[src/rtl/alu_shift_mem_unit_if.sv]
// rtl/alu_shift_mem_unit_if.sv - bundle of ALU, shifter and data-memory signals for the execute/memory slice
interface alu_shift_mem_unit_if #(
  parameter int DATA_W = 8,
  parameter int ADDR_W = 8
);
  // ALU
  logic [2:0]        alu_op;
  logic [DATA_W-1:0] alu_a;
  logic [DATA_W-1:0] alu_b;
  logic              alu_cin;
  logic [DATA_W-1:0] alu_out;
  logic              alu_co;
  logic              alu_z;

  // Barrel shifter / rotator
  logic [DATA_W-1:0] sh_data;
  logic [2:0]        sh_count;
  logic              sh_dir;
  logic              sh_ro_bar;
  logic [DATA_W-1:0] sh_out;
  logic              sh_c;
  logic              sh_z;

  // Data memory
  logic              mem_write;
  logic [ADDR_W-1:0] mem_addr;
  logic [DATA_W-1:0] mem_wdata;
  logic [DATA_W-1:0] mem_rdata;

  // Pipeline side that drives operands and consumes results
  modport master (
    output alu_op, alu_a, alu_b, alu_cin,
    input  alu_out, alu_co, alu_z,
    output sh_data, sh_count, sh_dir, sh_ro_bar,
    input  sh_out, sh_c, sh_z,
    output mem_write, mem_addr, mem_wdata,
    input  mem_rdata
  );

  // Datapath slice itself
  modport slave (
    input  alu_op, alu_a, alu_b, alu_cin,
    output alu_out, alu_co, alu_z,
    input  sh_data, sh_count, sh_dir, sh_ro_bar,
    output sh_out, sh_c, sh_z,
    input  mem_write, mem_addr, mem_wdata,
    output mem_rdata
  );
endinterface

[src/rtl/alu_shift_mem_unit.sv]
// rtl/alu_shift_mem_unit.sv - 8-bit execute/memory slice: ALU, barrel shifter/rotator, 256x8 data memory
module alu_shift_mem_unit #(
  parameter int DATA_W = 8,
  parameter int ADDR_W = 8
) (
  input  logic                 clk_i,
  input  logic                 rst_i,
  alu_shift_mem_unit_if.slave  bus
);

  localparam int DEPTH = 1 << ADDR_W;

  localparam logic [2:0] OP_ADD  = 3'b000;
  localparam logic [2:0] OP_SUB  = 3'b001;
  localparam logic [2:0] OP_AND  = 3'b010;
  localparam logic [2:0] OP_OR   = 3'b011;
  localparam logic [2:0] OP_XOR  = 3'b100;
  localparam logic [2:0] OP_MASK = 3'b101;
  localparam logic [2:0] OP_PASB = 3'b110;
  localparam logic [2:0] OP_PASA = 3'b111;

  // ---------------------------------------------------------------------------
  // ALU
  // ---------------------------------------------------------------------------
  logic [DATA_W:0]   alu_sum;
  logic [DATA_W-1:0] alu_res;
  logic              alu_carry;

  // Arithmetic uses one extra bit so the top bit is carry (ADD) or borrow (SUB)
  always_comb begin
    alu_sum   = '0;
    alu_res   = '0;
    alu_carry = 1'b0;
    case (bus.alu_op)
      OP_ADD: begin
        alu_sum   = {1'b0, bus.alu_a} + {1'b0, bus.alu_b} + {{DATA_W{1'b0}}, bus.alu_cin};
        alu_res   = alu_sum[DATA_W-1:0];
        alu_carry = alu_sum[DATA_W];
      end
      OP_SUB: begin
        alu_sum   = {1'b0, bus.alu_a} - {1'b0, bus.alu_b} - {{DATA_W{1'b0}}, bus.alu_cin};
        alu_res   = alu_sum[DATA_W-1:0];
        alu_carry = alu_sum[DATA_W];
      end
      OP_AND:  alu_res = bus.alu_a & bus.alu_b;
      OP_OR:   alu_res = bus.alu_a | bus.alu_b;
      OP_XOR:  alu_res = bus.alu_a ^ bus.alu_b;
      OP_MASK: alu_res = bus.alu_a & ~bus.alu_b;
      OP_PASB: alu_res = bus.alu_b;
      OP_PASA: alu_res = bus.alu_a;
      default: alu_res = '0;
    endcase
  end

  assign bus.alu_out = alu_res;
  assign bus.alu_co  = alu_carry;
  assign bus.alu_z   = (alu_res == '0);

  // ---------------------------------------------------------------------------
  // Barrel shifter / rotator
  // ---------------------------------------------------------------------------
  logic [DATA_W:0]     sh_ext_l;   // {carry, result} for logical left
  logic [DATA_W:0]     sh_ext_r;   // {result, carry} for logical right
  logic [2*DATA_W-1:0] sh_dbl;
  logic [2*DATA_W-1:0] sh_rot_l;
  logic [2*DATA_W-1:0] sh_rot_r;
  logic [DATA_W-1:0]   sh_res;
  logic                sh_carry;

  // Extra guard bit catches the last bit shifted out; doubled word gives rotations
  always_comb begin
    sh_ext_l = {1'b0, bus.sh_data} << bus.sh_count;
    sh_ext_r = {bus.sh_data, 1'b0} >> bus.sh_count;
    sh_dbl   = {bus.sh_data, bus.sh_data};
    sh_rot_l = sh_dbl << bus.sh_count;
    sh_rot_r = sh_dbl >> bus.sh_count;
    sh_res   = bus.sh_data;
    sh_carry = 1'b0;
    if (bus.sh_count != 3'd0) begin
      if (bus.sh_ro_bar) begin
        if (bus.sh_dir) begin
          sh_res   = sh_ext_r[DATA_W:1];
          sh_carry = sh_ext_r[0];
        end else begin
          sh_res   = sh_ext_l[DATA_W-1:0];
          sh_carry = sh_ext_l[DATA_W];
        end
      end else begin
        if (bus.sh_dir) begin
          sh_res   = sh_rot_r[DATA_W-1:0];
          sh_carry = sh_rot_r[DATA_W-1];
        end else begin
          sh_res   = sh_rot_l[2*DATA_W-1:DATA_W];
          sh_carry = sh_rot_l[DATA_W];
        end
      end
    end
  end

  assign bus.sh_out = sh_res;
  assign bus.sh_c   = sh_carry;
  assign bus.sh_z   = (sh_res == '0);

  // ---------------------------------------------------------------------------
  // Data memory
  // ---------------------------------------------------------------------------
  logic [DATA_W-1:0] mem_q [DEPTH];

  // Reset wipes every word at once; otherwise a single-port synchronous write
  always_ff @(posedge clk_i or posedge rst_i) begin
    if (rst_i) begin
      for (int i = 0; i < DEPTH; i++) begin
        mem_q[i] <= '0;
      end
    end else if (bus.mem_write) begin
      mem_q[bus.mem_addr] <= bus.mem_wdata;
    end
  end

  // Asynchronous read so a write is visible right after its clock edge
  assign bus.mem_rdata = mem_q[bus.mem_addr];

endmodule

[src/flat_wrapper.sv]
// flat-port wrapper written by rule: the top's interface ports become plain ports
module alu_shift_mem_unit_flat 
#(
  parameter int DATA_W = 8,
  parameter int ADDR_W = 8
)
  (clk_i, rst_i, bus_alu_op, bus_alu_a, bus_alu_b, bus_alu_cin, bus_alu_out, bus_alu_co, bus_alu_z, bus_sh_data, bus_sh_count, bus_sh_dir, bus_sh_ro_bar, bus_sh_out, bus_sh_c, bus_sh_z, bus_mem_write, bus_mem_addr, bus_mem_wdata, bus_mem_rdata);
  alu_shift_mem_unit_if #(.DATA_W(DATA_W), .ADDR_W(ADDR_W)) bus_i ();
  input  logic clk_i;
  input  logic rst_i;
  input wire logic [$bits(bus_i.alu_op)-1:0] bus_alu_op;
  input wire logic [$bits(bus_i.alu_a)-1:0] bus_alu_a;
  input wire logic [$bits(bus_i.alu_b)-1:0] bus_alu_b;
  input wire logic [$bits(bus_i.alu_cin)-1:0] bus_alu_cin;
  output wire logic [$bits(bus_i.alu_out)-1:0] bus_alu_out;
  output wire logic [$bits(bus_i.alu_co)-1:0] bus_alu_co;
  output wire logic [$bits(bus_i.alu_z)-1:0] bus_alu_z;
  input wire logic [$bits(bus_i.sh_data)-1:0] bus_sh_data;
  input wire logic [$bits(bus_i.sh_count)-1:0] bus_sh_count;
  input wire logic [$bits(bus_i.sh_dir)-1:0] bus_sh_dir;
  input wire logic [$bits(bus_i.sh_ro_bar)-1:0] bus_sh_ro_bar;
  output wire logic [$bits(bus_i.sh_out)-1:0] bus_sh_out;
  output wire logic [$bits(bus_i.sh_c)-1:0] bus_sh_c;
  output wire logic [$bits(bus_i.sh_z)-1:0] bus_sh_z;
  input wire logic [$bits(bus_i.mem_write)-1:0] bus_mem_write;
  input wire logic [$bits(bus_i.mem_addr)-1:0] bus_mem_addr;
  input wire logic [$bits(bus_i.mem_wdata)-1:0] bus_mem_wdata;
  output wire logic [$bits(bus_i.mem_rdata)-1:0] bus_mem_rdata;
  assign bus_i.alu_op = bus_alu_op;
  assign bus_i.alu_a = bus_alu_a;
  assign bus_i.alu_b = bus_alu_b;
  assign bus_i.alu_cin = bus_alu_cin;
  assign bus_alu_out = bus_i.alu_out;
  assign bus_alu_co = bus_i.alu_co;
  assign bus_alu_z = bus_i.alu_z;
  assign bus_i.sh_data = bus_sh_data;
  assign bus_i.sh_count = bus_sh_count;
  assign bus_i.sh_dir = bus_sh_dir;
  assign bus_i.sh_ro_bar = bus_sh_ro_bar;
  assign bus_sh_out = bus_i.sh_out;
  assign bus_sh_c = bus_i.sh_c;
  assign bus_sh_z = bus_i.sh_z;
  assign bus_i.mem_write = bus_mem_write;
  assign bus_i.mem_addr = bus_mem_addr;
  assign bus_i.mem_wdata = bus_mem_wdata;
  assign bus_mem_rdata = bus_i.mem_rdata;
  alu_shift_mem_unit #(.DATA_W(DATA_W), .ADDR_W(ADDR_W)) u_core (.clk_i(clk_i), .rst_i(rst_i), .bus(bus_i));
endmodule
[config.mk]
export PLATFORM = sky130hd
export DESIGN_NAME = alu_shift_mem_unit_flat
export DESIGN_NICKNAME = d
export VERILOG_FILES = /design/src/rtl/alu_shift_mem_unit_if.sv /design/src/rtl/alu_shift_mem_unit.sv /design/src/flat_wrapper.sv
export SDC_FILE = /design/constraint.sdc
export NUM_CORES = 2
export LEC_CHECK = 0
export BUFFER_PORTS_ARGS = -buffer_cell sky130_fd_sc_hd__buf_2
export CORE_MARGIN = 2
export CORE_UTILIZATION = 40
export CTS_CLUSTER_DIAMETER = 200
export DETAILED_ROUTE_END_ITERATION = 8
export SLEW_MARGIN = 25
export SYNTH_ARGS = -nofsm -noshare
export SYNTH_HDL_FRONTEND = slang
export SYNTH_SLANG_ARGS = --single-unit
[constraint.sdc]
create_clock -name clk_i -period 101.6 [get_ports clk_i]
set_input_delay 20.32 -clock clk_i [delete_from_list [all_inputs] [get_ports clk_i]]
set_output_delay 20.32 -clock clk_i [all_outputs]
set_load 0.05 [all_outputs]
==> results.py <==
metrics = {
    "outcome": {
        "outcome": "complete, no violations",
    },
    "power_and_ir_drop": {
        "cellInternalPower_mw": 1.37,
        "seq_power_share_pct": 48.1,
        "report.power.total_mw": 1.81,
        "pwr_density_cell_mw_per_mm2": 17.2,
        "switching_share_pct": 24.4,
        "max-vdd-ir-drop_uv": 18.7,
        "share_clk_of_total_power_pct": 43.3,
        "power_frac_comb_pct": 8.6,
        "leakage_nw": 49.4,
        "switching_power_mw": 0.443,
    },
    "layout": {
        "layout-drive-gt1-share_pct": 53.3,
        "largest_register": "u_core.mem_q",
        "largest_register_ffs": 2048,
        "final_cell_count_no_fill": 9390,
        "fillers": 20881,
        "post-route-cell-area_mm2": 0.106,
        "layout.cells.most_common_list": "mux2_2, dfrtp_1, mux4_2",
        "most_common_library_cell_in_the_layout_ignoring_fill_and_taps": "mux2_2",
        "design.final.nets": 6130,
        "largestRegisters": "u_core.mem_q: 2048 flops",
        "synthToLayoutAreaGrowth_pct": 11.1,
        "postLayoutCoreUtil_pct": 44.6,
    },
    "global_route": {
        "track_usage_pct": 21.6,
        "number_of_global_route_vias_before_repair": 56884,
        "global_route_track_usage_on_met2_pct": 34.3,
        "grt_first_pass_wirelength_um": 393000,
        "grt.met1_usage_pct": 30.9,
        "pin_count_of_the_biggest_net_entering_global_routing": 172,
        "busiest_grt_layer": "met2",
        "grt.overflow.total": 0,
        "grt_antenna_before_repair": 9,
        "grt_util_met3_pct": 3.30,
    },
    "worst_setup_path": {
        "number_of_cell_instances_on_the_worst_register_to_register_path": 1,
        "timing.critical_path.arrival_ns": 26.57,
        "start_kind": "input pin",
        "cp_data_required_time_ns": 81.28,
        "crit_path_end_kind": "output port",
        "critical_path.startpoint": "bus_mem_addr[0]",
        "crit-reg2reg-launch": "u_core.mem_q[1863]",
        "reg2reg_to": "u_core.mem_q[1863]",
        "critPathKind": "in -> out",
        "ff2ff_setup_slack_ns": 100.82,
        "critPathCapture": "bus_mem_rdata[6]",
        "crit_path_max_fanout": 55,
    },
    "timing": {
        "hold_violation_total_from_the_final_report": 0,
        "fmax_ghz": 0.0213,
        "rsz_0062_raised_after_global_routing": "no",
        "final-max-slew-violation-count": 0,
        "period_minus_slack_ns": 46.89,
        "post-route-period-util_pct": 46.2,
        "slew_headroom_pct": 25.4,
        "report.final.setup_viol": 0,
        "post-route-worst-setup-slack_ns": 54.71,
        "worst_pin_slew_ns": 1.12,
        "fin_worst_hold_slack_ns": 0.498,
        "final_total_negative_setup_slack_ns": 0,
        "clk_skew_ns": 0,
    },
    "clock_network": {
        "clock-sinks": 2048,
        "post-cts-setup-buffers": 0,
        "clock_latency_ns": 0.87,
        "post_cts.resized_instances": 0,
        "cts_tree": "done",
        "cts_root_buffer": "clkbuf_16",
        "clock_tree.buffer_depth": 3,
        "cts_htree_levels": 4,
        "cts_hold_buffers": 0,
        "path_clk_slew_ns": 0.06,
        "cts-buffers-inserted": 216,
    },
    "synthesis": {
        "number_of_nets_produced_by_synthesis": 6174,
        "netlist.area_leader.share_pct": 53.9,
        "synth-async-reset-ratio_pct": 100,
        "post_synth_inst_count": 6089,
        "post_synth_num_cell_types": 64,
        "synth_ff_type": "dfrtp_1",
        "yosys_register_bits": 2048,
        "synth_enable_flop_cells": 0,
        "synthesized_area_divided_by_synthesized_cell_count_um2": 15.6,
        "seq_area_frac_synth_pct": 53.9,
        "synth_top_cells_by_area": "dfrtp_1, mux2_2, mux4_2",
        "yosysTopAreaCell": "dfrtp_1",
        "synth-warning-count": 0,
        "synthesis.area_mm2": 0.0952,
    },
    "place": {
        "port_buffers": 79,
        "dp_slack_ns": 54.53,
        "place.gp.congestion": 0.832,
        "hpwl_um": 161000,
        "dp_cells": 8992,
        "postPlaceCellArea_mm2": 0.0986,
    },
    "floorplanning": {
        "io_pins": 80,
        "floorplan.initialDensity_pct": 40.1,
        "die_width_um": 492,
        "placement_rows": 179,
        "die_height_um": 492,
        "fp.coreArea_mm2": 0.237,
        "total_die_area_mm2": 0.242,
    },
    "route": {
        "wl_per_cell_um": 27.8,
        "postRouteAntennaNets": 0,
        "total_via_count_after_detailed_routing": 54758,
        "vias_per_cell": 5.83,
        "first_pass_iters": 5,
        "drt-total-wl_um": 261000,
        "drt_iter0_drc": 3802,
        "route.detailed.drc": 0,
    },
    "job": {
        "max_cap_viol_count": 0,
    },
    "min_path": {
        "hold_path.class": "reg -> reg",
    },
}
[power groups by stage]
stage,logic (mW),registers [mW],clock network (mW)
floorplan,0.115,0.886,0
global placement,0.154,0.885,0
detailed placement,0.157,0.887,0
CTS,0.157,0.873,0.803
global route,0.168,0.877,0.838
finish,0.155,0.873,0.786
[Yosys cell counts (4+ instances only)]
library cell	instances
a211oi_1	7
a21oi_1	58
a221oi_1	36
a22o_1	38
a22oi_1	58
a31oi_1	8
and3_1	7
buf_1	38
buf_2	72
buf_4	29
buf_6	14
clkbuf_1	310
dfrtp_1	2048
fa_1	4
ha_1	29
inv_1	39
mux2_2	2054
mux2i_1	58
mux4_2	563
nand2_1	146
nand2b_1	13
nand3_1	27
nand3_2	6
nand4_1	6
nor2_1	96
nor2_2	134
nor2b_1	11
nor3_1	21
nor4_1	9
o211ai_1	12
o21a_1	7
o21ai_0	29
o221ai_1	7
o22ai_1	22
o32ai_1	10
or3_1	11
xnor2_1	4
xor2_1	5
[how the worst min path moves through the flow]
stage,depth (start not counted),start,endpoint
final,1,u_core.mem_q[1327],u_core.mem_q[1327]
after global routing,1,u_core.mem_q[32],u_core.mem_q[32]
after CTS,1,u_core.mem_q[1099],u_core.mem_q[1099]
after detailed placement,1,u_core.mem_q[1517],u_core.mem_q[1517]
after global placement,1,u_core.mem_q[1251],u_core.mem_q[1251]
after floorplan,1,u_core.mem_q[1000],u_core.mem_q[1000]
[cell type report]
class / count / area, um2 / share of cell area, %
repair buffers: 201 / 1550 / 1.46
inverters: 39 / 154 / 0.146
clock inverters: 61 / 606 / 0.573
diodes: 2 / 5.00 / 0.00473
well taps: 3167 / 3960 / 3.75
clock buffers: 333 / 6430 / 6.08
multi-input cells: 3539 / 41800 / 39.5
flip-flops and latches: 2048 / 51200 / 48.5
[logic make-up (layout without fill, tap and decap cells)]
| group | count (synthesis) | in the layout | share of synthesized area [%] |
|---|---|---|---|
| multiplexers | 2675 | 2675 | 38.2 |
| adder cells (fa/ha/maj) | 33 | 33 | 0.465 |
| other | 0 | 2 | 0 |
| AND/OR/NAND/NOR | 500 | 500 | 2.62 |
| flip-flops | 2048 | 2048 | 53.9 |
| buffers and inverters | 502 | 634 | 2.30 |
| XOR/XNOR | 9 | 9 | 0.0828 |
| AO/OA/AOI/OAI | 322 | 322 | 2.44 |
[worst max-delay path, cell delays in order]
cell      delay [ns]
buf_8           0.41
buf_4           0.62
buf_4           0.53
buf_4           0.69
buf_4           0.58
buf_4           0.55
mux4_2          0.57
a22o_1          0.26
a221oi_1        0.52
o22ai_1         0.16
nor3_1          0.46
o211ai_1        0.30
buf_2           0.35
[per-layer routing]
layer  share of wire [%]  up-vias  wire (um)
li1                    -    22846          -
met1                  45    30301     118000
met2                  48     1251     125000
met3                 4.5      358      11600
met4                 2.5        2       6610
met5              0.0050        -         13
Note: power is estimated with default switching activity, not from simulation.
